$ cat src/rtl/maxnet_controller.sv
// rtl/maxnet_controller.sv - Maxnet sequencing controller: load, iterate competition, report winner
//
// Ports:
//   clk, rst_n         system clock (rising edge), asynchronous active-low reset
//   start              begin a run (only honoured while idle)
//   nz_flags           per-neuron "next value > 0" flags, sampled in the check cycle
//   busy               high whenever a run is in progress
//   x_sel, ld_x        input-word select and load strobe for the activation register
//   w_addr             weight address row*N+col, driven while accumulating
//   row_idx            neuron currently being computed
//   clr_acc, mac_en    accumulator clear / multiply-accumulate enables
//   wr_en              write activation(acc) into next-vector slot row_idx
//   commit             copy next-vector into current vector
//   iter               completed iteration count
//   done               one-cycle end-of-run pulse
//   winner/none/timeout run result, held until the next start
module maxnet_controller #(
  parameter int N        = 4,
  parameter int MAX_ITER = 16,
  parameter int AW       = $clog2(N*N),
  parameter int IW       = $clog2(N),
  localparam int ITW     = $clog2(MAX_ITER+1)
) (
  input  logic           clk,
  input  logic           rst_n,
  input  logic           start,
  input  logic [N-1:0]   nz_flags,
  output logic           busy,
  output logic [IW-1:0]  x_sel,
  output logic           ld_x,
  output logic [AW-1:0]  w_addr,
  output logic [IW-1:0]  row_idx,
  output logic           clr_acc,
  output logic           mac_en,
  output logic           wr_en,
  output logic           commit,
  output logic [ITW-1:0] iter,
  output logic           done,
  output logic [IW-1:0]  winner,
  output logic           none,
  output logic           timeout
);

  typedef enum logic [2:0] {
    S_IDLE, S_LOAD, S_CLR, S_MAC, S_WRITE, S_CHECK, S_DONE
  } state_t;

  state_t         state, state_nx;
  logic [IW-1:0]  cnt;        // word index in LOAD, column index in MAC
  logic [IW-1:0]  row;
  logic [ITW-1:0] iter_q;
  logic [ITW-1:0] iter_inc;
  logic [IW-1:0]  winner_q;
  logic           none_q;
  logic           timeout_q;
  logic           cnt_last;
  logic           row_last;
  logic           single_nz;
  logic [IW-1:0]  low_idx;

  assign cnt_last  = (cnt == IW'(N-1));
  assign row_last  = (row == IW'(N-1));
  // At most one bit set: clearing the lowest set bit leaves nothing.
  assign single_nz = ((nz_flags & (nz_flags - N'(1))) == '0);
  // Saturating; the run always terminates at MAX_ITER so this never wraps.
  assign iter_inc  = (iter_q == ITW'(MAX_ITER)) ? iter_q : iter_q + ITW'(1);

  // Lowest set index wins; scanning downward lets the lowest one overwrite.
  always_comb begin
    low_idx = '0;
    for (int i = N-1; i >= 0; i--) begin
      if (nz_flags[i]) low_idx = IW'(i);
    end
  end

  always_ff @(posedge clk or negedge rst_n) begin
    if (!rst_n) state <= S_IDLE;
    else        state <= state_nx;
  end

  always_comb begin
    state_nx = state;
    case (state)
      S_IDLE:  if (start) state_nx = S_LOAD;
      S_LOAD:  if (cnt_last) state_nx = S_CLR;
      S_CLR:   state_nx = S_MAC;
      S_MAC:   if (cnt_last) state_nx = S_WRITE;
      S_WRITE: state_nx = row_last ? S_CHECK : S_CLR;
      S_CHECK: begin
        if (single_nz || iter_inc == ITW'(MAX_ITER)) state_nx = S_DONE;
        else                                          state_nx = S_CLR;
      end
      S_DONE:  state_nx = S_IDLE;
      default: state_nx = S_IDLE;
    endcase
  end

  always_ff @(posedge clk or negedge rst_n) begin
    if (!rst_n) begin
      cnt       <= '0;
      row       <= '0;
      iter_q    <= '0;
      winner_q  <= '0;
      none_q    <= 1'b0;
      timeout_q <= 1'b0;
    end else begin
      case (state)
        S_IDLE: begin
          if (start) begin
            cnt       <= '0;
            row       <= '0;
            iter_q    <= '0;
            winner_q  <= '0;
            none_q    <= 1'b0;
            timeout_q <= 1'b0;
          end
        end
        S_LOAD, S_MAC: cnt <= cnt_last ? '0 : cnt + IW'(1);
        S_CLR:         cnt <= '0;
        S_WRITE:       if (!row_last) row <= row + IW'(1);
        S_CHECK: begin
          iter_q <= iter_inc;
          row    <= '0;
          // Results are captured only when the run ends, so they stay
          // stable through DONE and the following idle period.
          if (state_nx == S_DONE) begin
            winner_q  <= low_idx;
            none_q    <= (nz_flags == '0);
            timeout_q <= !single_nz;
          end
        end
        default: ;
      endcase
    end
  end

  assign busy    = (state != S_IDLE);
  assign ld_x    = (state == S_LOAD);
  assign x_sel   = (state == S_LOAD) ? cnt : '0;
  assign clr_acc = (state == S_CLR);
  assign mac_en  = (state == S_MAC);
  // N is a power of two, so row*N+col is just the concatenation.
  assign w_addr  = (state == S_MAC) ? AW'({row, cnt}) : '0;
  assign row_idx = row;
  assign wr_en   = (state == S_WRITE);
  assign commit  = (state == S_CHECK);
  assign done    = (state == S_DONE);
  assign iter    = iter_q;
  assign winner  = winner_q;
  assign none    = none_q;
  assign timeout = timeout_q;

endmodule

$ cat config.mk
export PLATFORM = sky130hd
export DESIGN_NAME = maxnet_controller
export DESIGN_NICKNAME = d
export VERILOG_FILES = /design/src/rtl/maxnet_controller.sv
export SDC_FILE = /design/constraint.sdc
export NUM_CORES = 1
export LEC_CHECK = 0
export CORE_MARGIN = 5
export CORE_UTILIZATION = 49
export DETAILED_ROUTE_END_ITERATION = 6
export GPL_ROUTABILITY_DRIVEN = 0
export PLACE_DENSITY = 0.85
export SETUP_SLACK_MARGIN = 0.05
export SLEW_MARGIN = 10
export SYNTH_ARGS = -nofsm -noshare
export SYNTH_HDL_FRONTEND = slang
export SYNTH_SLANG_ARGS = --single-unit
$ cat constraint.sdc
create_clock -name clk -period 3.45 [get_ports clk]
set_input_delay 0.8625 -clock clk [delete_from_list [all_inputs] [get_ports clk]]
set_output_delay 0.8625 -clock clk [all_outputs]
set_load 0.01 [all_outputs]
# Word level (Yosys, flattened, before mapping)
# Index checks and enable logic that the tools add are counted.
# totals
ff_bits	16
wordCells	67
# op_classes
add_sub_neg	4
n_eq_ne	14
n_mux	27
n_bitwise	1
reduce_logical	14
# ops
op	n
two-way mux 2 bit	9
case mux 3 bit (6 select lines)	1
two-way mux 3 bit	5
equality test 3 bit (second input constant)	4
case mux 2 bit (3 select lines)	2
equality test 5 bit (second input constant)	2
two-way mux 5 bit	2
case mux 5 bit (2 select lines)	1
nonzero test 3 bit	3
logical NOT 4 bit	2
equality test 3 x 2 -> 1 bit (second input constant)	2
AND reduction 3 bit	2
adder 5 x 1 -> 5 bit (second input constant)	1
adder 2 x 1 -> 2 bit (second input constant)	2
bitwise AND 4 bit	1
equality test 2 bit (second input constant)	2
two-way mux 4 bit	1
!= test 2 bit (second input constant)	2
case mux 1 bit (2 select lines)	2
case mux 2 bit (2 select lines)	1
AND reduction 2 bit	2
subtractor 4 x 1 -> 4 bit (second input constant)	1
equality test 3 x 1 -> 1 bit (second input constant)	1
logical NOT 3 bit	1
other kinds (6)	8

# Longest topological paths before layout
# Gate-level depths: netlist of run 1.
# logic_depth
depth_word	9
mapped_depth	7
mapped_depth_nobuf	7

# Least setup slack after synthesis of run 1
# No wires, ideal clock.
# synth_timing
path_type	register to output
startpoint	reg state[2]
endpoint	out x_sel[0]
arrival_ns	1.166
required_time_ns	2.588
setup_slack_ns	1.421
path_stages_with_launch	5
n_path_buf	1
cell_sequence	dfrtp_1 > clkbuf_1 > nand2b_1 > nor2_1 > and2_1
# synth_between
elab_chain_cells	2
# synth_rtl
element	line	rtl
start: declaration	48	state_t state, state_nx;
start signal: assignment	78	else state <= state_nx;
equality test 3 x 1 -> 1 bit	n/a	
net ld_x	30	output logic ld_x,
two-way mux 2 bit	139	assign x_sel = (state == S_LOAD) ? cnt : '0;
end: declaration	29	output logic [IW-1:0] x_sel,
# The timed path passes the listed nets, and every way through them passes these cells.

# Worst setup path after layout of run 1
# layout_timing
startpoint	reg state[2]
endpoint	out commit
# layout_between
elab_chain_cells	1
# layout_rtl
element	line	rtl
equality test 3 bit	146	assign commit = (state == S_CHECK);
end: declaration	36	output logic commit,
# No other way between the ends.

==> results.toml, run 1 <==
[timing]
tightest_slew_ns = 0.6797
period_needed_ns = 2.878
finalMaxSlewViolations = 0
period_share_pct = 83.43
setup_violations = 0
maxSlewHeadroom_pct = 54.54
fmax_mhz = 347.4
rsz0062_at_grt = "false"
finClkSkew_ns = 0.001781
tns_ns = 0
hold_viol_final = 0

[setup_path]
worstRegToRegCells = 6
startpoint_type = "flip-flop"
required_ns = 2.59
critical_path.max_fanout = 14
r2r_slack_ns = 1.53
cp-end-kind = "output port"
cp.arrival_ns = 2.02
reg2reg_from = "iter[0]"
r2r_end = "none"
crit_type = "flip-flop to output port"

[worst_hold_path]
hold_path.startpoint = "winner[0]"
worstHoldEndpoint = "winner[0]"
whs_path_depth = 1
worstHoldPathType = "flip-flop to flip-flop"

[clock_network]
cts_setup_buffers = 0
clock_path_buffers = 2
cts_resized = 0
numCtsBuffers = 3
cts_tree = "built"
cts_root_buf = "clkbuf_4"
postCtsHoldBufs = 0
worstSkewPairLatency_ns = 0.29
cts.clk_slew.worst_paths_ns = 0.10
htree_levels = 1
cts.sinks = 16

[route]
drc = 0
wl_per_cell_um = 12.91
via_per_inst = 5.269
drtIter0Drc = 15
dr.pass1.iters = 4
vias = 901
routed_wl_um = 2208
ant_nets = 0

[global_route]
track_usage_pct = 17.44
first_global_vias = 853
grt_antenna_before_repair = 0
grt_overflow_total = 0
grt_max_degree = 17
grt_pass1_wl_um = 3739

[floorplanning]
die_x_um = 55.03
placeableCoreArea_mm2 = 0.001942
dieHeight_um = 55.03
initial_core_util_pct = 51.16
dieArea_mm2 = 0.003028
pin_count = 31
rows = 16

[synthesis]
ys_ff_latch = 16
yosysWarnings = 0
synthTopCellsByCount = "dfrtp_1, nor2_1, nand2_1"
yosysMostFrequentCell = "dfrtp_1"
synth_top_area_cell = "dfrtp_1"
synth_seq_area_share_pct = 40.30
ys.flop_type = "dfrtp_1"
synth_top_area_share_pct = 40.30
syn_area_um2 = 993.5
async_reset_ff_share_pct = 100.0
synth-edff-count = 0
synthCells = 113
synth_cell_types = 35
synth.area.top_cells = "dfrtp_1, ha_1, a21oi_1"
synth.net_count = 124
syn_area_per_cell_um2 = 8.792

[power]
p_sw_mw = 0.3878
ir_drop_uv = 490.3
p_leak_nw = 0.6152
p_per_area_mw_per_mm2 = 717.3
pwr-share-clk_pct = 13.1
power_frac_seq_pct = 35.5
p_int_mw = 0.5814
p_comb_share_pct = 51.3
switching_share_pct = 40.01

[cells_and_area]
fillers = 164
regArea_um2 = 400.4
final_area_mm2 = 0.001351
nets = 156
antennaDiodeCount = 0
multi_input_area_um2 = 554.3
area_growth_pct = 36.02
final_layout_size_suffix_gt1_share_pct = 7.639

[place]
dpl.hpwl_um = 1717
portBuffers = 30
placed_area_mm2 = 0.001315

[job]
cap_violations = 0

[outcome]
status = "completed"
==> metal layers <==
| metal | vias to the layer above | share of wire [%] | track usage (%) |
|---|---|---|---|
| met3 | 5 | 5.2 | 3.485 |
| met1 | 408 | 44 | 21.98 |
| met2 | 24 | 49 | 28.15 |
| li1 | 464 | - | - |
| met4 | 0 | 1.9 | 8.907 |
| met5 | - | 0 | 0 |
==> layout make-up <==
cell class	instances	share of cell area, %
sequential	16	29.63
timing repair buffer	30	22.22
clock buffer	4	2.685
multi-input combinational	87	41.02
inverter	7	1.944
tap	27	2.500
==> cells by family (layout without fill, tap and decap cells) <==
family,count (synthesis),after routing,share of synthesized area [%]
multiplexers,1,1,1.133
adder cells (fa/ha/maj),5,5,6.046
AND/OR/NAND/NOR,46,46,24.06
AO/OA/AOI/OAI,32,32,21.92
flip-flops,16,16,40.30
XOR/XNOR,3,3,2.645
buffers and inverters,10,41,3.904
==> how the worst max path moves through the flow <==
| stage | startpoint | endpoint | slack (ns) |
|---|---|---|---|
| floorplan | state[2] | x_sel[0] | 1.42 |
| global placement | state[2] | commit | 0.97 |
| detailed placement | state[2] | commit | 0.90 |
| CTS | state[2] | commit | 0.57 |
| global route | state[2] | commit | 0.37 |
| finish | state[2] | commit | 0.57 |
==> flip-flops by register name, indices dropped and copies added, names as in the netlist <==
name / cells
iter: 5
state: 3
cnt: 2
row_idx: 2
winner: 2
none: 1
timeout: 1
==> cells in the final DEF (no fill, tap or decap), drive strengths merged <==
master,count
and2,3
a211oi,1
ha,4
nor3,2
a22o,3
nand2b,2
o31ai,1
a211o,1
inv,7
o21ai,10
o22ai,3
a22oi,2
clkdlybuf4s50,30
nor2,12
or3,1
maj3,1
and4bb,2
xnor2,1
nand2,11
o2bb2ai,2
mux2,1
or2,2
nand3,2
nand4,1
xor2,2
nor2b,2
dfrtp,16
a21oi,9
and3,5
nor3b,1
clkbuf,4
==> worst max-delay path: stages, from the launching register on <==
cell	delay [ns]
dfrtp_1	0.55
nor2b_1	0.22
nand2_1	0.18
inv_1	0.20
clkdlybuf4s50_1	0.58
==> stage by stage <==
| stage | std cells | hold WS [ns] | total power [mW] | worst slack (ns) | utilization (%) |
|---|---|---|---|---|---|
| 2_1_floorplan | 113 | 0.4797 | 0.6188 | 1.421 | - |
| 3_3_place_gp | 167 | 0.4832 | 0.8300 | 0.9729 | 67.72 |
| 3_5_place_dp | 167 | 0.4731 | 0.8461 | 0.9019 | 67.72 |
| 4_1_cts | 171 | 0.5065 | 0.9747 | 0.5745 | 69.59 |
| 5_1_grt | 171 | 0.5336 | 1.057 | 0.3695 | 69.59 |
| 6_report | 171 | 0.5026 | 0.9693 | 0.5717 | 69.59 |
==> power by group through the flow <==
stage / Clock, mW / Combinational, mW / Sequential (mW)
after floorplan: 0 / 0.294 / 0.324
after global routing: 0.142 / 0.556 / 0.359
after detailed placement: 0 / 0.499 / 0.347
after CTS: 0.130 / 0.502 / 0.343
final: 0.127 / 0.497 / 0.344
after global placement: 0 / 0.488 / 0.342
(Power assumes the default switching activity.)
==> run 2, diff against run 1 <==
CORE_UTILIZATION = 41   (was 49)
PLACE_DENSITY = 0.76   (was 0.85)
clock period = 2.6 ns   (was 3.45 ns; I/O delays follow)
==> results.toml, run 2 (same netlist as run 1, synthesis figures left out) <==
[outcome]
status = "completed"

[clock_network]
cts.sinks = 16
worstSkewPairLatency_ns = 0.28
postCtsHoldBufs = 0
cts.clk_slew.worst_paths_ns = 0.09
htree_levels = 1
clock_path_buffers = 2
numCtsBuffers = 3
cts_tree = "built"
cts_root_buf = "clkbuf_4"

[floorplanning]
pin_count = 31
die_x_um = 59.23
initial_core_util_pct = 44.06
rows = 17
placeableCoreArea_mm2 = 0.002255
dieHeight_um = 59.23
dieArea_mm2 = 0.003508

[timing]
maxSlewHeadroom_pct = 50.51
period_needed_ns = 2.475
finalMaxSlewViolations = 0
tightest_slew_ns = 0.7400
period_share_pct = 95.18
hold_viol_final = 0
fin_ws_ns = 0.1253
rsz0062_at_grt = "true"
fmax_mhz = 404.1
setup_violations = 0
finClkSkew_ns = 0.0007349
tns_ns = 0

[setup_path]
r2r_slack_ns = 0.68
startpoint_type = "flip-flop"
crit_buf_inv = 2
critical_path.max_fanout = 9
crit_type = "flip-flop to output port"
critPathTopFamily = "buffers and inverters"
critPathSlowestCell = "clkdlybuf4s50_1"
cp.arrival_ns = 1.82
cp-end-kind = "output port"
cpPeakStageDelay_ns = 0.53
required_ns = 1.95
path_cells = "buf_4 > nand2b_4 > nor2_2 > and2_1 > clkdlybuf4s50_1"

[global_route]
grt_max_degree = 17
grt_pass1_wl_um = 4098
grt_antenna_before_repair = 0
track_usage_pct = 14.86
first_global_vias = 952
grt_overflow_total = 0

[cells_and_area]
mostFrequentLayoutCells = "clkdlybuf4s50_1, dfrtp_1, nand2_1"
area_growth_pct = 39.17
largest_reg_flops = 5
nets = 160
final_common_cell = "clkdlybuf4s50_1"
final_layout_size_suffix_gt1_share_pct = 12.93
fillers = 213
antennaDiodeCount = 0

[route]
wl_per_cell_um = 14.41
dr.pass1.iters = 4
vias = 952
ant_nets = 0
drtIter0Drc = 12
via_per_inst = 5.440
routed_wl_um = 2522
drc = 0

[place]
portBuffers = 30
pre_cts_ws_ns = 0.2894
dpl.hpwl_um = 1954

[power]
p_leak_nw = 0.6272
ir_drop_uv = 596.9
p_per_area_mw_per_mm2 = 951.0

[worst_hold_path]
worstHoldPathType = "flip-flop to flip-flop"

[job]
cap_violations = 0
## run 2: layout make-up
type / instances / area [µm²] / share of cell area [%]
inverter: 7 / 26.28 / 1.900
tap: 28 / 35.03 / 2.534
timing repair buffer: 34 / 330.3 / 23.89
clock buffer: 3 / 22.52 / 1.629
multi-input combinational: 87 / 566.8 / 41.00
sequential: 16 / 401.6 / 29.05
## run 2: path summary, 6_finish.rpt
kind,from,to,cells past startpoint
setup / recovery,state[2],x_sel[0],5
hold / removal,winner[0],winner[0],1
min in group asynchronous,rst_n,state[1],1
setup reg to reg,iter[0],none,7
max in group asynchronous,rst_n,state[0],1
hold reg to reg,winner[0],winner[0],1
## run 2: timing repair
item,CTS,global route
setup buffers,0,2
hold endpoints to repair,0,0
setup endpoints to repair,7,8
pin swaps,0,1
resized for setup,2,3
cloned,0,0
## run 2: layer usage
layer	wire, µm	up-vias	GRT usage [%]	part of all wire, %
met1	1104	457	18.58	44
li1	-	472	-	-
met2	1283	21	25.74	51
met4	11	0	3.560	0.44
met3	122	2	3.268	4.8
met5	0	-	0	0
## run 2: per-stage QoR
stage	hold WS [ns]	power [mW]	util, %	cells	cell area, µm²
floorplan	0.3544	0.8211	-	113	993.5
global placement	0.4742	1.128	59.05	170	1331
detailed placement	0.4777	1.155	59.05	170	1331
CTS	0.4989	1.294	60.27	173	1359
global route	0.5172	1.416	61.32	175	1383
finish	0.4938	1.315	61.32	175	1383
## run 2: power by group
group,internal [mW],switching [mW]
Clock,0.0536,0.0735
Combinational,0.392,0.366
Sequential,0.333,0.0965
==> run 3, diff against run 2 <==
GPL_ROUTABILITY_DRIVEN = unset   (was 0)
SKIP_LAST_GASP = 1   (was unset)
==> results of run 3 <==
Same layout as run 2: the final DEF is identical, and so are final timing and power.
